### src/rtl/decrypt_arbiter_if.sv
// decrypt_arbiter_if: bundles the two requester handshakes, the datapath
// drive/return pair, the backpressured output handshake and the status
// outputs of decrypt_arbiter.
//   slave  - the arbiter side (decrypt_arbiter ports)
//   master - the environment side (requesters, datapath stub, consumer)
interface decrypt_arbiter_if;
  // Requester 0: [77:17] ciphertext, [16:6] key, [5:0] header
  logic        req0_valid;
  logic [77:0] req0_data;
  logic        req0_ready;
  // Requester 1: same layout as requester 0
  logic        req1_valid;
  logic [77:0] req1_data;
  logic        req1_ready;
  // Shared combinational decrypt datapath
  logic [77:0] dp_data;
  logic [59:0] dp_result;
  // Result handshake
  logic        out_valid;
  logic        out_ready;
  logic [59:0] out_data;
  logic        out_src;
  // Status
  logic        busy;
  logic [15:0] done_cnt;

  modport slave (
    input  req0_valid, req0_data, req1_valid, req1_data, dp_result, out_ready,
    output req0_ready, req1_ready, dp_data, out_valid, out_data, out_src,
           busy, done_cnt
  );

  modport master (
    output req0_valid, req0_data, req1_valid, req1_data, dp_result, out_ready,
    input  req0_ready, req1_ready, dp_data, out_valid, out_data, out_src,
           busy, done_cnt
  );
endinterface

### src/rtl/decrypt_arbiter.sv
// decrypt_arbiter: sequences packets from two requesters through the shared
// combinational decrypt datapath. One packet is accepted in IDLE, held on
// dp_data for DP_LAT cycles (WAIT), then the plaintext is captured and
// offered on the output handshake until consumed (HOLD).
//
// Build option: define DEC_ARB_RR_EN for round-robin arbitration between the
// requesters; without it requester 0 has fixed priority over requester 1.
module decrypt_arbiter #(
  parameter int unsigned DP_LAT = 1  // settle cycles, 1..15
) (
  input  logic             Clk,
  input  logic             Rst_n,
  decrypt_arbiter_if.slave bus
);

  if (DP_LAT < 1 || DP_LAT > 15) begin : g_bad_dp_lat
    $error("decrypt_arbiter: DP_LAT must be within 1..15");
  end

  localparam logic [3:0] LAT_M1 = 4'(DP_LAT - 1);

  typedef enum logic [1:0] {
    IDLE = 2'd0,
    WAIT = 2'd1,
    HOLD = 2'd2
  } state_e;

  state_e      state_q,     state_d;
  logic [77:0] dp_data_q,   dp_data_d;
  logic [3:0]  cnt_q,       cnt_d;
  logic        src_q,       src_d;
  logic        out_valid_q, out_valid_d;
  logic [59:0] out_data_q,  out_data_d;
  logic        out_src_q,   out_src_d;
  logic        busy_q,      busy_d;
  logic [15:0] done_cnt_q,  done_cnt_d;

  logic grant0;   // requester 0 wins if the arbiter is open
  logic grant1;   // requester 1 wins if the arbiter is open
  logic open;     // arbiter may accept this cycle
  logic accept;   // a packet transfers at the coming edge
  logic win_idx;  // index of the accepted requester

`ifdef DEC_ARB_RR_EN
  logic ptr_q, ptr_d;  // favoured requester on contention

  // Round-robin: the pointer only matters when both requesters are valid
  always_comb begin
    grant0 = 1'b0;
    grant1 = 1'b0;
    if (bus.req0_valid && bus.req1_valid) begin
      grant0 = ~ptr_q;
      grant1 = ptr_q;
    end else begin
      grant0 = bus.req0_valid;
      grant1 = bus.req1_valid;
    end
  end

  // Pointer moves to the requester that just lost (or was absent)
  always_comb begin
    ptr_d = ptr_q;
    if (accept) begin
      ptr_d = ~win_idx;
    end
  end

  // Round-robin pointer register
  always_ff @(posedge Clk or negedge Rst_n) begin
    if (!Rst_n) begin
      ptr_q <= 1'b0;
    end else begin
      ptr_q <= ptr_d;
    end
  end
`else
  // Fixed priority: requester 0 always beats requester 1
  always_comb begin
    grant0 = bus.req0_valid;
    grant1 = bus.req1_valid && !bus.req0_valid;
  end
`endif

  // NOTE: ready is combinational from state_q, which already reads IDLE while
  // reset is held; gating with Rst_n keeps both readies low during reset so no
  // requester believes a packet was taken that the flops then discard.
  assign open           = (state_q == IDLE) && Rst_n;
  assign bus.req0_ready = open && grant0;
  assign bus.req1_ready = open && grant1;
  assign accept         = bus.req0_ready || bus.req1_ready;
  assign win_idx        = grant1;

  // Next-state and next-output computation for the sequencing FSM
  always_comb begin
    // NOTE: every variable gets its hold value first so that no path through
    // the case statement leaves one unassigned, which would infer a latch.
    state_d     = state_q;
    dp_data_d   = dp_data_q;
    cnt_d       = cnt_q;
    src_d       = src_q;
    out_valid_d = out_valid_q;
    out_data_d  = out_data_q;
    out_src_d   = out_src_q;
    done_cnt_d  = done_cnt_q;

    unique case (state_q)
      IDLE: begin
        if (accept) begin
          dp_data_d = win_idx ? bus.req1_data : bus.req0_data;
          src_d     = win_idx;
          cnt_d     = LAT_M1;
          state_d   = WAIT;
        end
      end
      WAIT: begin
        if (cnt_q == 4'd0) begin
          out_data_d  = bus.dp_result;
          out_src_d   = src_q;
          out_valid_d = 1'b1;
          state_d     = HOLD;
        end else begin
          cnt_d = cnt_q - 4'd1;
        end
      end
      HOLD: begin
        if (out_valid_q && bus.out_ready) begin
          out_valid_d = 1'b0;
          done_cnt_d  = done_cnt_q + 16'd1;
          state_d     = IDLE;
        end
      end
      default: begin
        state_d = IDLE;
      end
    endcase

    busy_d = (state_d != IDLE);
  end

  // FSM state and registered outputs
  always_ff @(posedge Clk or negedge Rst_n) begin
    if (!Rst_n) begin
      state_q     <= IDLE;
      dp_data_q   <= '0;
      cnt_q       <= '0;
      src_q       <= 1'b0;
      out_valid_q <= 1'b0;
      out_data_q  <= '0;
      out_src_q   <= 1'b0;
      busy_q      <= 1'b0;
      done_cnt_q  <= '0;
    end else begin
      // NOTE: non-blocking assignments let every flop sample the values from
      // before the edge, independent of statement order.
      state_q     <= state_d;
      dp_data_q   <= dp_data_d;
      cnt_q       <= cnt_d;
      src_q       <= src_d;
      out_valid_q <= out_valid_d;
      out_data_q  <= out_data_d;
      out_src_q   <= out_src_d;
      busy_q      <= busy_d;
      done_cnt_q  <= done_cnt_d;
    end
  end

  assign bus.dp_data   = dp_data_q;
  assign bus.out_valid = out_valid_q;
  assign bus.out_data  = out_data_q;
  assign bus.out_src   = out_src_q;
  assign bus.busy      = busy_q;
  assign bus.done_cnt  = done_cnt_q;

endmodule

### src/flat_wrapper.sv
// flat-port wrapper written by rule: the top's interface ports become plain ports
module decrypt_arbiter_flat 
#(
  parameter int unsigned DP_LAT = 1                         
)
  (Clk, Rst_n, bus_req0_valid, bus_req0_data, bus_req1_valid, bus_req1_data, bus_dp_result, bus_out_ready, bus_req0_ready, bus_req1_ready, bus_dp_data, bus_out_valid, bus_out_data, bus_out_src, bus_busy, bus_done_cnt);
  decrypt_arbiter_if bus_i ();
  input  logic Clk;
  input  logic Rst_n;
  input wire logic [$bits(bus_i.req0_valid)-1:0] bus_req0_valid;
  input wire logic [$bits(bus_i.req0_data)-1:0] bus_req0_data;
  input wire logic [$bits(bus_i.req1_valid)-1:0] bus_req1_valid;
  input wire logic [$bits(bus_i.req1_data)-1:0] bus_req1_data;
  input wire logic [$bits(bus_i.dp_result)-1:0] bus_dp_result;
  input wire logic [$bits(bus_i.out_ready)-1:0] bus_out_ready;
  output wire logic [$bits(bus_i.req0_ready)-1:0] bus_req0_ready;
  output wire logic [$bits(bus_i.req1_ready)-1:0] bus_req1_ready;
  output wire logic [$bits(bus_i.dp_data)-1:0] bus_dp_data;
  output wire logic [$bits(bus_i.out_valid)-1:0] bus_out_valid;
  output wire logic [$bits(bus_i.out_data)-1:0] bus_out_data;
  output wire logic [$bits(bus_i.out_src)-1:0] bus_out_src;
  output wire logic [$bits(bus_i.busy)-1:0] bus_busy;
  output wire logic [$bits(bus_i.done_cnt)-1:0] bus_done_cnt;
  assign bus_i.req0_valid = bus_req0_valid;
  assign bus_i.req0_data = bus_req0_data;
  assign bus_i.req1_valid = bus_req1_valid;
  assign bus_i.req1_data = bus_req1_data;
  assign bus_i.dp_result = bus_dp_result;
  assign bus_i.out_ready = bus_out_ready;
  assign bus_req0_ready = bus_i.req0_ready;
  assign bus_req1_ready = bus_i.req1_ready;
  assign bus_dp_data = bus_i.dp_data;
  assign bus_out_valid = bus_i.out_valid;
  assign bus_out_data = bus_i.out_data;
  assign bus_out_src = bus_i.out_src;
  assign bus_busy = bus_i.busy;
  assign bus_done_cnt = bus_i.done_cnt;
  decrypt_arbiter #(.DP_LAT(DP_LAT)) u_core (.Clk(Clk), .Rst_n(Rst_n), .bus(bus_i));
endmodule
### config.mk
export PLATFORM = sky130hd
export DESIGN_NAME = decrypt_arbiter_flat
export DESIGN_NICKNAME = d
export VERILOG_FILES = /design/src/rtl/decrypt_arbiter_if.sv /design/src/rtl/decrypt_arbiter.sv /design/src/flat_wrapper.sv
export SDC_FILE = /design/constraint.sdc
export NUM_CORES = 1
export LEC_CHECK = 0
export CORE_AREA = 4 4 144 146
export CTS_BUF_LIST = sky130_fd_sc_hd__clkbuf_8
export DETAILED_ROUTE_END_ITERATION = 6
export DIE_AREA = 0 0 148 150
export GPL_TIMING_DRIVEN = 0
export PLACE_DENSITY = 0.83
export SKIP_CTS_REPAIR_TIMING = 1
export SYNTH_ARGS = -nofsm -noshare
export SYNTH_HDL_FRONTEND = slang
export SYNTH_SLANG_ARGS = --single-unit
### constraint.sdc
create_clock -name Clk -period 4.5 [get_ports Clk]
set_clock_uncertainty 0.2 [all_clocks]
set_input_delay 0.45 -clock Clk [delete_from_list [all_inputs] [get_ports Clk]]
set_output_delay 0.45 -clock Clk [all_outputs]
set_load 0.02 [all_outputs]
Word-level counts from Yosys, hierarchy flattened. Index checks and enable logic that the tools add are counted.

Bits in registers: 164. Bits of input ports: 221. Output and inout port bits: 159. Logic and storage cells: 45.

Add/subtract/negate cells: 2. Equal/unequal tests: 6. Multiplexer cells: 11. Reductions and logical operators: 17.

Operators by type and width (count): 2-to-1 mux 78 bit (1); adder 16 x 1 -> 16 bit (second input constant) (1); 2-to-1 mux 4 bit (2); one-hot mux 4 bit (2 select lines) (1); 2-to-1 mux 2 bit (3); != test 2 x 1 -> 1 bit (second input constant) (3); one-hot mux 2 bit (3 select lines) (1); AND reduction 2 bit (3); AND reduction 3 bit (2); nonzero test 2 bit (3); logical AND 1 bit (5); logical NOT 4 bit (1); subtractor 4 x 1 -> 4 bit (second input constant) (1); == test 2 x 1 -> 1 bit (second input constant) (1); == test 2 bit (second input constant) (1); logical NOT 2 bit (1); 2-to-1 mux 1 bit (2); != test 2 bit (second input constant) (1); one-hot mux 1 bit (2 select lines) (1); logical NOT 1 bit (1); logical OR 1 bit (1).

Longest topological paths before layout.
Depth after elaboration: 7. Mapped depth: 9. Depth with buffers taken out: 6.

Least setup slack after synthesis. No wires, ideal clock.

Path kind: input to output. From: input bus_req0_valid. To: output bus_req1_ready. Arrival time: 1.294 ns. Data required time: 3.850 ns. Slack: 2.556 ns. Stages on the path: 5. Buffers on the path: 3. Path through: nand2b_1 > buf_2 > buf_6 > buf_6 > nor2_1.

Word-level cells in the longest chain between the ends: 3.

Ends and longest elaborated chain: start: declaration (RTL line flat_wrapper.sv:10) `input wire logic [$bits(bus_i.req0_valid)-1:0] bus_req0_valid;`; logical NOT 1 bit (RTL line decrypt_arbiter.sv:80) `grant1 = bus.req1_valid && !bus.req0_valid;`; logical AND 1 bit (RTL line decrypt_arbiter.sv:80); logical AND 1 bit (RTL line decrypt_arbiter.sv:89) `assign bus.req1_ready = open && grant1;`; end: declaration (RTL line flat_wrapper.sv:17) `output wire logic [$bits(bus_i.req1_ready)-1:0] bus_req1_ready;`.

Every way passes these cells.

Worst setup path after layout.
From: input Rst_n. To: output bus_req0_ready.

Word-level cells in the longest chain between the ends: 2.

Ends and longest elaborated chain: start: declaration (RTL line flat_wrapper.sv:9) `input logic Rst_n;`; logical AND 1 bit (RTL line decrypt_arbiter.sv:87) `assign open = (state_q == IDLE) && Rst_n;`; logical AND 1 bit (RTL line decrypt_arbiter.sv:88) `assign bus.req0_ready = open && grant0;`; end: declaration (RTL line flat_wrapper.sv:16) `output wire logic [$bits(bus_i.req0_ready)-1:0] bus_req0_ready;`.

Every way passes these cells.

==> impl_results.md <==
- Outcome: finished clean
- Effective utilization at floorplan: 0.366
- Met2 usage in global routing: 0.372
- Via count: 6054
- First-pass GRT wire length: 35.8 mm
- Hold Crit Class: register to register
- Worst setup EP type: output pin
- Max Cap Violations: 0
- Syn Inst Count: 587
- Post-Syn Area: 0.00711 mm^2
- Worst R2R Path Depth: 9
- Clock buffer depth: 2
- Worst setup SP type: input port
- Max-slew violation count: 0
- CTS tree: built
- Antenna violations before repair: 1
- # IOs: 380
- Critical path class: input port to output pin
- Core Box Area: 0.0194 mm^2
- Hold-critical path depth: 1
- Worst Path Arrival: 2.84 ns
- Crit path max fanout: 86
- Largest net degree at the start of global routing: 87
- Total Power: 7350 uW
- Min Tclk post-route: 3.49 ns
- CTS buffer count: 17
- Post-synthesis cell type count: 35
- DIE WIDTH: 148 um
- Most frequent cells in the layout: clkdlybuf4s50_1 (378), dfrtp_1 (164), nand2_1 (89)
- Top cells by area, synth: dfrtp_1 (58%), mux2i_1 (11%), mux2_2 (9.7%), o21ai_0 (5.7%), nand2_1 (4.7%)
- Post-synth EDFFs: 0
- Routed vias/inst: 4.78
- Maximum VDD drop: 361 uV
- Worst-Margin Slew: 0.646 ns
- Post-synthesis register bit count: 164
- Slew Limit Headroom: 0.570
- Vias in the first global route: 6516
- Die Y: 150 um
- Fmax: 286 MHz
- Clk slew on worst S/H paths: 0.09 ns
- Crit-path max cell delay: 0.62 ns
- Yosys top cell by area: dfrtp_1
- Worst path depth: 5
- Routability Congestion: 0.868
- Most common cell after layout, fill and taps aside: clkdlybuf4s50_1
- Worst Path Required: 3.85 ns
- Crit path max-delay family: buffers and inverters
- Post-synth ARST share: 1.00
- Syn Area/Cell: 12.1 um^2
- Final period util: 0.777
- Final hold vios: 0
- Fillers: 1604
- WL/cell: 18.9 um
- CP Cell Sequence: dlygate4sd3_1 > buf_8 > buf_16 > and3_1 > clkdlybuf4s50_1
- DR pass1 iterations: 4
- Net count after synthesis: 815
- GRT busiest layer: met2
- Port bufs: 379
- GRT overflow: 0
- Share of layout cells above drive strength 1: 0.122
- RSZ-0062 raised after global routing: false
- Residual DRC: 0
- GRT Util Overall: 0.210
- Final Util: 0.603
- Die area: 0.0222 mm^2
- Met1 Use GR: 0.236
- WP buf/inv: 4
- Dominant synthesized flop cell: dfrtp_1
- Seq/Total Area, Yosys: 0.577
- Final antenna-violating net count: 0
- Layout area overhead: 64.6%
- CTS root buf: clkbuf_8
- PwrDens: 628 mW/mm^2
- Final nets: 1215
- FP Rows: 51
- CP max stage cell: clkdlybuf4s50_1
- 1st-iter DRT viols: 205
- Clk Latency, worst-skew pair: 0.44 ns
- Share of Yosys cell area claimed by the top area cell type: 0.577
- Met3 Usage GRT: 0.0766
- Total of warnings raised by yosys: 0
- Leakage power: 0.00527 uW
- Final wirelength: 24.0 mm
- Post-detail-place hpwl: 18.9 mm
- Final setup fails: 0
- CTS Sinks: 164
- H-tree depth: 4
registers in the layout, summed over array words and instances, names as in the netlist:
name,cells
u_core.cnt_q,4
u_core.bus.dp_data,78
u_core.bus.out_valid,1
u_core.bus.out_data,60
u_core.state_q,2
u_core.src_q,1
u_core.bus.busy,1
u_core.bus.out_src,1
u_core.bus.done_cnt,16
cells in the mapped netlist, types with 7 or more instances:
library cell  instances
buf_2                 8
mux2_2               61
clkbuf_1             10
mux2i_1              78
dfrtp_1             164
buf_6                 8
xnor2_1              10
nor2_1                8
o21ai_0              81
ha_1                  7
buf_4                 8
nand2_1              89
power breakdown:
group          internal, uW  switching [uW]  total (uW)  leakage [uW]
combinational          1850            1830        3690       0.00305
clock                   520             624        1140      0.000208
sequential             2140             375        2520       0.00201
worst register-to-register path, delay by kind of cell, from the launching register on:
family	cells	cell delay, ns
buffers and inverters	5	1.15
flip-flops	1	0.40
AO/OA/AOI/OAI	2	0.22
adder cells (fa/ha/maj)	1	0.19
AND/OR/NAND/NOR	1	0.08
per-stage QoR:
| stage | TNS, ns | hold WS [ns] | cells | cell area [um^2] | setup WS, ns |
|---|---|---|---|---|---|
| after floorplan | 0 | -0.0456 | 587 | 7110 | 2.56 |
| final | 0 | 0.278 | 1266 | 11700 | 1.01 |
| after global routing | 0 | 0.300 | 1266 | 11700 | 0.720 |
| after detailed placement | 0 | 0.266 | 1232 | 11300 | 1.39 |
| after global placement | -1097.48 | 0.260 | 1231 | 11200 | -4.88 |
| after CTS | 0 | -0.237 | 1264 | 11700 | 1.38 |
per-layer routing:
layer  routed length (um)  vias up
met5                    0        -
met4                  550        0
met3                 2180       32
met2                12200      268
met1                 9030     2909
li1                     -     2845
logic make-up (layout without fill, tap and decap cells):
kind of cell    after synthesis  count (layout)  share of synthesized area
mux                         139             139                      0.206
fa+ha+maj                     7               7                     0.0123
xor+xnor                     15              15                     0.0185
other cells                   0               1                          0
simple gates                128             128                     0.0787
flops                       164             164                      0.577
buf+inv                      40             453                     0.0352
compound gates               94              94                     0.0715
final cells by class:
class	instances	area (um^2)	share of cell area
timing repair buffer	381	3840	0.328
antenna	1	2.50	0.000214
buffer	34	228	0.0195
tap	265	332	0.0283
clock inverter	15	188	0.0160
inverter	6	22.5	0.00192
sequential	164	4100	0.351
multi-input combinational	383	2750	0.235
clock buffer	17	234	0.0200
path summary, 6_finish.rpt:
kind,from,slack [ns],end
min reg2reg,u_core.bus.done_cnt[15]$_DFFE_PN0P_,0.28,u_core.bus.done_cnt[15]$_DFFE_PN0P_
min,u_core.bus.done_cnt[15]$_DFFE_PN0P_,0.28,u_core.bus.done_cnt[15]$_DFFE_PN0P_
max reg2reg,u_core.state_q[0]$_DFF_PN0_,2.18,u_core.bus.dp_data[67]$_DFFE_PN0P_
min in group asynchronous,Rst_n,0.35,u_core.bus.out_data[35]$_DFFE_PN0P_
max in group asynchronous,Rst_n,2.88,u_core.bus.dp_data[39]$_DFFE_PN0P_
max,Rst_n,1.01,bus_req0_ready
Note: power is estimated with default switching activity, not from simulation.
